$ cat src/rtl/mac_feeder.sv
// Streams operand pairs from two square-matrix stores into a MAC for C = X * Y.
// Latency: first pair is registered out the cycle after start is accepted, then one pair per clock.
// Backpressure: none; the MAC consumes every pair unconditionally, writes only land while idle.
module mac_feeder #(
    parameter int DW   = 16,
    parameter int MAXN = 8,
    parameter int IW   = $clog2(MAXN)
) (
    input  logic          clk,
    input  logic          rst,
    input  logic          wr_en,
    input  logic          wr_sel,
    input  logic [IW-1:0] wr_row,
    input  logic [IW-1:0] wr_col,
    input  logic [DW-1:0] wr_data,
    input  logic [3:0]    n,
    input  logic          start,
    output logic          busy,
    output logic          err,
    output logic          sof,
    output logic [DW-1:0] A,
    output logic [DW-1:0] B,
    output logic          vld,
    output logic          eod,
    output logic [IW-1:0] row_idx,
    output logic [IW-1:0] col_idx,
    output logic          done
);

    typedef enum logic [1:0] {
        S_IDLE,
        S_RUN,
        S_DONE
    } state_t;

    localparam logic [3:0] N_MAX = 4'(MAXN);

    // Operand stores; deliberately not reset so contents survive rst.
    logic [DW-1:0] r_x [MAXN][MAXN];
    logic [DW-1:0] r_y [MAXN][MAXN];

    state_t        r_state, w_state_nxt;
    logic [IW-1:0] r_i, r_j, r_k, r_nm1;
    logic [IW-1:0] w_i_nxt, w_j_nxt, w_k_nxt, w_nm1_nxt;

    logic          r_busy, r_err, r_sof, r_vld, r_eod, r_done;
    logic [DW-1:0] r_a, r_b;
    logic [IW-1:0] r_row, r_col;

    logic          w_busy_nxt, w_err_nxt, w_sof_nxt, w_vld_nxt, w_eod_nxt, w_done_nxt;
    logic [DW-1:0] w_a_nxt, w_b_nxt;
    logic [IW-1:0] w_row_nxt, w_col_nxt;
    logic          w_load;
    logic          w_n_ok;
    logic          w_last;

    assign w_n_ok = (n != 4'd0) && (n <= N_MAX);
    assign w_last = (r_i == r_nm1) && (r_j == r_nm1) && (r_k == r_nm1);

    // Operand store writes, locked out whenever a sequence is active.
    always_ff @(posedge clk) begin
        if (wr_en && (r_state == S_IDLE)) begin
            if (wr_sel) begin
                r_y[wr_row][wr_col] <= wr_data;
            end else begin
                r_x[wr_row][wr_col] <= wr_data;
            end
        end
    end

    // Next-state, index walk (k fastest, then j, then i) and next output values.
    // Indices always name the pair currently on the outputs, so the output
    // registers are loaded from the store using the next indices.
    always_comb begin
        w_state_nxt = r_state;
        w_i_nxt     = r_i;
        w_j_nxt     = r_j;
        w_k_nxt     = r_k;
        w_nm1_nxt   = r_nm1;
        w_busy_nxt  = r_busy;
        w_err_nxt   = 1'b0;
        w_done_nxt  = 1'b0;
        w_load      = 1'b0;
        w_vld_nxt   = 1'b0;
        w_sof_nxt   = 1'b0;
        w_eod_nxt   = 1'b0;
        w_a_nxt     = '0;
        w_b_nxt     = '0;
        w_row_nxt   = r_row;
        w_col_nxt   = r_col;

        case (r_state)
            S_IDLE: begin
                if (start) begin
                    if (w_n_ok) begin
                        w_state_nxt = S_RUN;
                        w_nm1_nxt   = IW'(n - 4'd1);
                        w_i_nxt     = '0;
                        w_j_nxt     = '0;
                        w_k_nxt     = '0;
                        w_busy_nxt  = 1'b1;
                        w_load      = 1'b1;
                    end else begin
                        w_err_nxt = 1'b1;
                    end
                end
            end
            S_RUN: begin
                if (w_last) begin
                    w_state_nxt = S_DONE;
                    w_busy_nxt  = 1'b0;
                    w_done_nxt  = 1'b1;
                end else begin
                    w_load = 1'b1;
                    if (r_k == r_nm1) begin
                        w_k_nxt = '0;
                        if (r_j == r_nm1) begin
                            w_j_nxt = '0;
                            w_i_nxt = r_i + 1'b1;
                        end else begin
                            w_j_nxt = r_j + 1'b1;
                        end
                    end else begin
                        w_k_nxt = r_k + 1'b1;
                    end
                end
            end
            S_DONE: begin
                w_state_nxt = S_IDLE;
            end
            default: begin
                w_state_nxt = S_IDLE;
                w_busy_nxt  = 1'b0;
            end
        endcase

        if (w_load) begin
            w_vld_nxt = 1'b1;
            w_a_nxt   = r_x[w_i_nxt][w_k_nxt];
            w_b_nxt   = r_y[w_k_nxt][w_j_nxt];
            w_sof_nxt = (w_k_nxt == '0);
            w_eod_nxt = (w_k_nxt == w_nm1_nxt);
            w_row_nxt = w_i_nxt;
            w_col_nxt = w_j_nxt;
        end
    end

    // State, indices and registered outputs; rst aborts any sequence silently.
    always_ff @(posedge clk) begin
        if (rst) begin
            r_state <= S_IDLE;
            r_i     <= '0;
            r_j     <= '0;
            r_k     <= '0;
            r_nm1   <= '0;
            r_busy  <= 1'b0;
            r_err   <= 1'b0;
            r_done  <= 1'b0;
            r_vld   <= 1'b0;
            r_sof   <= 1'b0;
            r_eod   <= 1'b0;
            r_a     <= '0;
            r_b     <= '0;
            r_row   <= '0;
            r_col   <= '0;
        end else begin
            r_state <= w_state_nxt;
            r_i     <= w_i_nxt;
            r_j     <= w_j_nxt;
            r_k     <= w_k_nxt;
            r_nm1   <= w_nm1_nxt;
            r_busy  <= w_busy_nxt;
            r_err   <= w_err_nxt;
            r_done  <= w_done_nxt;
            r_vld   <= w_vld_nxt;
            r_sof   <= w_sof_nxt;
            r_eod   <= w_eod_nxt;
            r_a     <= w_a_nxt;
            r_b     <= w_b_nxt;
            r_row   <= w_row_nxt;
            r_col   <= w_col_nxt;
        end
    end

    assign busy    = r_busy;
    assign err     = r_err;
    assign done    = r_done;
    assign vld     = r_vld;
    assign sof     = r_sof;
    assign eod     = r_eod;
    assign A       = r_a;
    assign B       = r_b;
    assign row_idx = r_row;
    assign col_idx = r_col;

endmodule

$ cat config.mk
export PLATFORM = sky130hd
export DESIGN_NAME = mac_feeder
export DESIGN_NICKNAME = d
export VERILOG_FILES = /design/src/rtl/mac_feeder.sv
export SDC_FILE = /design/constraint.sdc
export NUM_CORES = 2
export LEC_CHECK = 0
export CORE_MARGIN = 8
export CORE_UTILIZATION = 63
export CTS_BUF_LIST = sky130_fd_sc_hd__clkbuf_16
export CTS_CLUSTER_SIZE = 28
export DETAILED_ROUTE_END_ITERATION = 10
export PLACE_DENSITY_LB_ADDON = 0.1
export SLEW_MARGIN = 20
export SYNTH_ARGS = -nofsm -noshare
export SYNTH_HDL_FRONTEND = slang
export SYNTH_SLANG_ARGS = --single-unit
$ cat constraint.sdc
create_clock -name clk -period 3.54 [get_ports clk]
set_input_delay 0.354 -clock clk [delete_from_list [all_inputs] [get_ports clk]]
set_output_delay 0.354 -clock clk [all_outputs]
set_load 0.01 [all_outputs]
**Yosys cells after proc, flatten, opt, wreduce, memory -nomap -nowiden**

Memory sizes are Yosys's and may differ from the RTL's.
Index checks and enable logic that the tools add are counted.

- Word-level logic and storage cells: 105
- Output and inout port bits: 44
- Bits of input ports: 31
- Bits in registers: 58
- Memory bits (writable): 2048
- Memories: 2
- Latch bits: 0
- ROM bits: 0

Memories:

| name | depth | bits a word | rd ports | clocked after Yosys merged registers in | wr ports | RTL line | source |
|---|---|---|---|---|---|---|---|
| r_x | 8 | 128 | 1 | 0 | 1 | 39 | `logic [DW-1:0] r_x [MAXN][MAXN];` |
| r_y | 8 | 128 | 1 | 0 | 1 | 40 | `logic [DW-1:0] r_y [MAXN][MAXN];` |

- Reductions and logical operators: 13
- Equal/unequal tests: 9
- $lt $le $gt $ge: 5
- Multiplexer cells: 49
- Add/subtract/negate cells: 4
- Multipliers: 0
- Shifts and indexed selects: 0
- Bitwise operators: 8
- Div/mod/pow operators: 0

Operators with widths:

| cell | count |
|---|---|
| 2-to-1 mux 128 bit | 2 |
| binary-select mux 16 bit (select 3 bit) | 2 |
| 2-to-1 mux 16 bit | 5 |
| 2-to-1 mux 3 bit | 17 |
| demux 16 bit (select 3 bit) | 1 |
| one-hot mux 3 bit (2 select lines) | 3 |
| 2-to-1 mux 1 bit | 13 |
| equality test 3 bit | 4 |
| >= comparator 4 bit, second input constant | 3 |
| inverter 3 -> 4 bit | 3 |
| adder 3 x 1 -> 3 bit, second input constant | 3 |
| 2-to-1 mux 2 bit | 3 |
| inequality test 2 bit, second input constant | 3 |
| logical AND 1 bit | 5 |
| inverter 1 bit | 5 |
| less-or-equal comparator 4 bit, second input constant | 1 |
| < comparator 4 x 1 -> 1 bit, second input constant | 1 |
| one-hot mux 2 bit (2 select lines) | 1 |
| AND reduction 4 bit | 1 |
| nonzero test 4 bit | 1 |
| OR reduction 2 bit | 2 |
| logical NOT 3 bit | 1 |
| one-hot mux 1 bit (3 select lines) | 1 |
| AND reduction 3 bit | 1 |
| 6 further kinds | 6 |

**Depth between registers and ports, before layout**

- Depth in word-level cells: 9
- Gate-level depth with buffers: 17
- Gate-level depth less buffers: 12

**Worst setup path after synthesis**

No wires, ideal clock.

- Kind: reg-to-reg
- From: register r_nm1[2]
- To: register r_a[15], in the netlist A[15]
- Cell stages (with the launch flop): 12
- Arrival time: 2912 ps
- Path slack: 506 ps
- Period minus slack after synthesis: 3034 ps
- Required time: 3418 ps
- Buffers on the path: 2
- Cell sequence: dfxtp_1 -> buf_6 -> xor2_4 -> nor4_4 -> nand4_1 -> xnor2_1 -> nor2_1 -> clkbuf_1 -> mux4_2 -> a21oi_1 -> o21ai_0 -> o311a_1

- Word-level cells in the longest chain between the ends: 9

RTL lines:

| item | RTL line | source |
|---|---|---|
| start, declared | 43 | `logic [IW-1:0] r_i, r_j, r_k, r_nm1;` |
| start signal, assigned | 171 | `r_nm1 <= w_nm1_nxt;` |
| equality test 3 bit (on tied branches) | 58, 117 |  |
| 2-to-1 mux 3 bit or logical AND 1 bit (tied branches) | 117, 58 |  |
| 2-to-1 mux 3 bit or logical AND 1 bit (tied branches) | 115, 58 |  |
| 2-to-1 mux 3 bit | 109 | `if (w_last) begin` |
| one-hot mux 3 bit (2 select lines) | 92 | `case (r_state)` |
| memory read (8 x 128 bit) or inverter 3 -> 4 bit (tied branches) | n/a |  |
| binary-select mux 16 bit (select 3 bit) | 139 | `w_a_nxt = r_x[w_i_nxt][w_k_nxt];` |
| 2-to-1 mux 16 bit (implied by the code) (2 in series) | 139 |  |
| end signal, assigned | 178 | `r_a <= w_a_nxt;` |
| end, declared | 47 | `logic [DW-1:0] r_a, r_b;` |

Several ways; a longest one is shown, not always the timed one. The select of a mux whose other input is x is not followed.
A chain may end at the register's enable or synchronous reset.

**Final worst setup path**

- From: register r_nm1[1]
- To: register r_a[14], in the netlist A[14]

The elaborated chain is that of the path after synthesis.

==> summary.txt <==
Setup path
  • Worst path slowest cell: nor4_4
  • Worst-path maximum fanout: 30
  • Worst Setup End Kind: flip-flop
  • CP startpoint kind: flip-flop
  • Crit path cell chain: xor2_4, nor4_4, buf_4, nand4_1, buf_6, o21a_1, nor2_1, o21a_4, buf_12, buf_16, nand3_1, nand4_1, nand4_1, a32o_1
  • Most frequent CP cell: nand4_1
  • CP peak stage delay: slightly below 0.4 ns
  • Worst Path Arrival: 4.32 ns
  • Kind of critical path: reg2reg
  • Worst path required time: 4.27 ns
  • CP delay by family, top: simple AND/OR/NAND/NOR gates
  • Buffers plus inverters on the worst setup path: 4

Cells and area
  • Most common cell after layout, fill and taps aside: edfxtp_1
  • Layout Utilization: 75.0%
  • Final nets: 6773
  • Most frequent cells in the layout: edfxtp_1 (2048), nand2_1 (1663), nand3_1 (621)
  • Final std cells w/o fill: 8664
  • Fraction of layout cells with a size suffix above 1: 16.8%
  • Synth-to-Final Area Change: 18.6%

STA
  • Final setup vio count: 5
  • Tmin final: 3.59 ns
  • Final Skew: about 0.032 ns
  • Worst Tran Pin Value: around 1.1 ns
  • Slew HR: 24.4%
  • Final Hold Viols: 0
  • RSZ-0062 raised after global routing: true
  • Slew Limit Fails: 0
  • Setup TNS: -0.153 ns
  • Setup ws final: -0.0524 ns
  • F_max: 0.278 GHz
  • Final Cycle Share: 101%
  • WHS: around 0.067 ns

GRT
  • Final global-route overflow total: 0
  • GRT Total Usage: around 33%
  • Vias in the first global route: 53191
  • Largest net degree at the start of global routing: 88
  • Initial antenna violation count: 10
  • First-pass GRT wire length: 348 mm

Synthesis
  • Syn Nets: just over 6000
  • Mapped cell area: 82900 um^2
  • Synth top area share: 74.2%
  • Mapped Cells: 6105
  • XOR/XNOR Fraction of Synth Area: 0.180%
  • Largest family of logic cells by synthesized area: simple AND/OR/NAND/NOR gates
  • Synth cell types: about 80
  • Simple-gate portion of the synthesized area: 14.1%
  • Post-synthesis compound-gate area fraction: 5.69%
  • Ys async rst share: 0%
  • Sequential share of the synthesized area: 75.6%
  • Area leader, netlist: edfxtp_1
  • Synth top area cells: edfxtp_1 (74%), nand2_1 (7.5%), nand3_1 (3.8%), mux2i_1 (2.0%), dfxtp_1 (1.4%)
  • Number of flops mapped to enable cells by yosys: 2048
  • YS warnings: 0
  • Primary FF master, synth: edfxtp_1
  • Synth Area in Adders: less than 1%
  • Post-synthesis mux area share: 2.17%
  • Syn_area_per_cell: around 14 um^2
  • FF+latch count, synth: 2106

Outcome
  • Failing checks: negative setup slack
  • Status: finished with violations

Route
  • Top routing layer in use: met5
  • Routed met2 length: roughly 110 mm
  • DRC: 0
  • Drt wl/cell: between 20 and 30 um
  • DRT met1 WL: 93.0 mm
  • Wire length on met3: 31.3 mm
  • Final wirelength: between 200 and 250 mm
  • ANT nets after route: 0
  • Initial DRC count: 8114
  • DR vias/cell: 6.45
  • Pre-antenna DRT Iters: 6
  • Vias post-DR: roughly 56000

Placed design
  • # port buffers: 74
  • Post-DP HPWL: approximately 150 mm
  • GPL Wtd Cong: 0.915
  • Placed Cells: 8262

Power and ir drop
  • Worst VDD drop: 514 uV
  • Leakage: 34.5 nW
  • Pwr dens: 517 nW/um^2

Floorplan
  • IO Pins: 75
  • Cell row count: about 130
  • Starting Density: 63.3%
  • Die Span Y: 379 um
  • Core area: between 100000 and 150000 um^2
  • Die W: 379 um
  • Die area: roughly 140000 um^2

Clocking
  • CTS Buf Count: 200
  • Clock Latency Late Sink: 0.86 ns
  • CTS tree: yes
  • # hold bufs at CTS: 0
  • Clock slew at reported path FFs: approximately 0.060 ns
  • Clk buf depth: 3
  • H-tree levels: 4
  • Root buffer cell: clkbuf_16
  • CTS Sinks: 2106

Run
  • Maxcap violations: 0

Worst hold path
  • Min-delay worst type: in2reg
## worst paths after layout
check	startpoint	end	slack, ns	depth (start not counted)
min reg2reg	r_state[0]	busy	0.59	1
max	r_nm1[1]	A[14]	-0.05	14
min	wr_data[11]	r_x[5][123]	0.07	1
max reg2reg	r_nm1[1]	A[14]	-0.05	14
## area by class of cell
cell class	count	area, um^2
well taps	1755	2200
fillers	7907	32700
flip-flops and latches	2106	62700
diodes	2	5.00
clock buffers	204	5100
multi-input cells	3611	19200
clock inverters	167	1080
repair buffers	812	7980
inverters	7	26.3
## kinds of logic (layout without fill, tap and decap cells)
kind of cell / after synthesis / in the layout
buffers and inverters: 388 / 1190
multiplexers: 176 / 176
adder cells (fa/ha/maj): 4 / 4
XOR/XNOR: 14 / 14
AND/OR/NAND/NOR: 2739 / 2739
other: 0 / 2
AO/OA/AOI/OAI: 678 / 678
flip-flops: 2106 / 2106
## through the flow
step | cell area, um^2 | total power [mW] | setup slack (ns)
after floorplan | 82900 | 29.2 | 0.506
after global placement | 90900 | 30.8 | -0.980
after detailed placement | 90900 | 30.9 | -0.991
after CTS | 97400 | 50.7 | -0.0377
after global routing | 98200 | 51.9 | -0.133
final | 98200 | 50.8 | -0.0524
## synthesized netlist by cell type (all sizes together) (6+ instances only)
cell and instances:
a31o 29, o211ai 18, a21oi 116, and2 20, nor2 204, a2111oi 10
a311oi 18, mux2 9, a22oi 30, o21ai 47, o221ai 12, nand3 622
o22ai 35, buf 236, a211oi 52, a221oi 15, inv 6, a32oi 50
xor2 7, mux2i 165, a221o 18, nor3 33, xnor2 7, nand2 1664
edfxtp 2048, nor4 13, and3 113, o21a 6, dfxtp 58, a31oi 183
clkbuf 145, nand4 42
## where the power goes
group / switching (mW) / internal (mW)
Clock: 9.13 / 11.1
Sequential: 0.0748 / 27.4
Combinational: 1.99 / 1.05
## metal layers
layer | track usage, % | vias to the layer above
met2 | 49.5 | 3721
met4 | 11.4 | 10
met1 | 48.1 | 27680
li1 | - | 23981
met3 | 7.85 | 521
met5 | 0 | -
## sequential cells by signal, indices dropped and copies added (netlist names), 16 cells and up
signal  cells
A          16
B          16
r_x      1024
r_y      1024
## worst register-to-register path: stages, from the launching register on
cell	delay (ns)
dfxtp_4	0.37
xor2_4	0.21
nor4_4	0.39
buf_4	0.19
nand4_1	0.12
buf_6	0.18
o21a_1	0.18
nor2_1	0.17
o21a_4	0.24
buf_12	0.23
buf_16	0.24
nand3_1	0.12
nand4_1	0.15
nand4_1	0.34
a32o_1	0.37
## repair_timing
action / in CTS / in global routing
gates resized for setup: 51 / 103
endpoints found under the setup margin: 25 / 28
pin swaps: 14 / 42
cloned: 1 / 8
buffers inserted: 5 / 18
No activity file was read; power rests on OpenSTA's default activity.
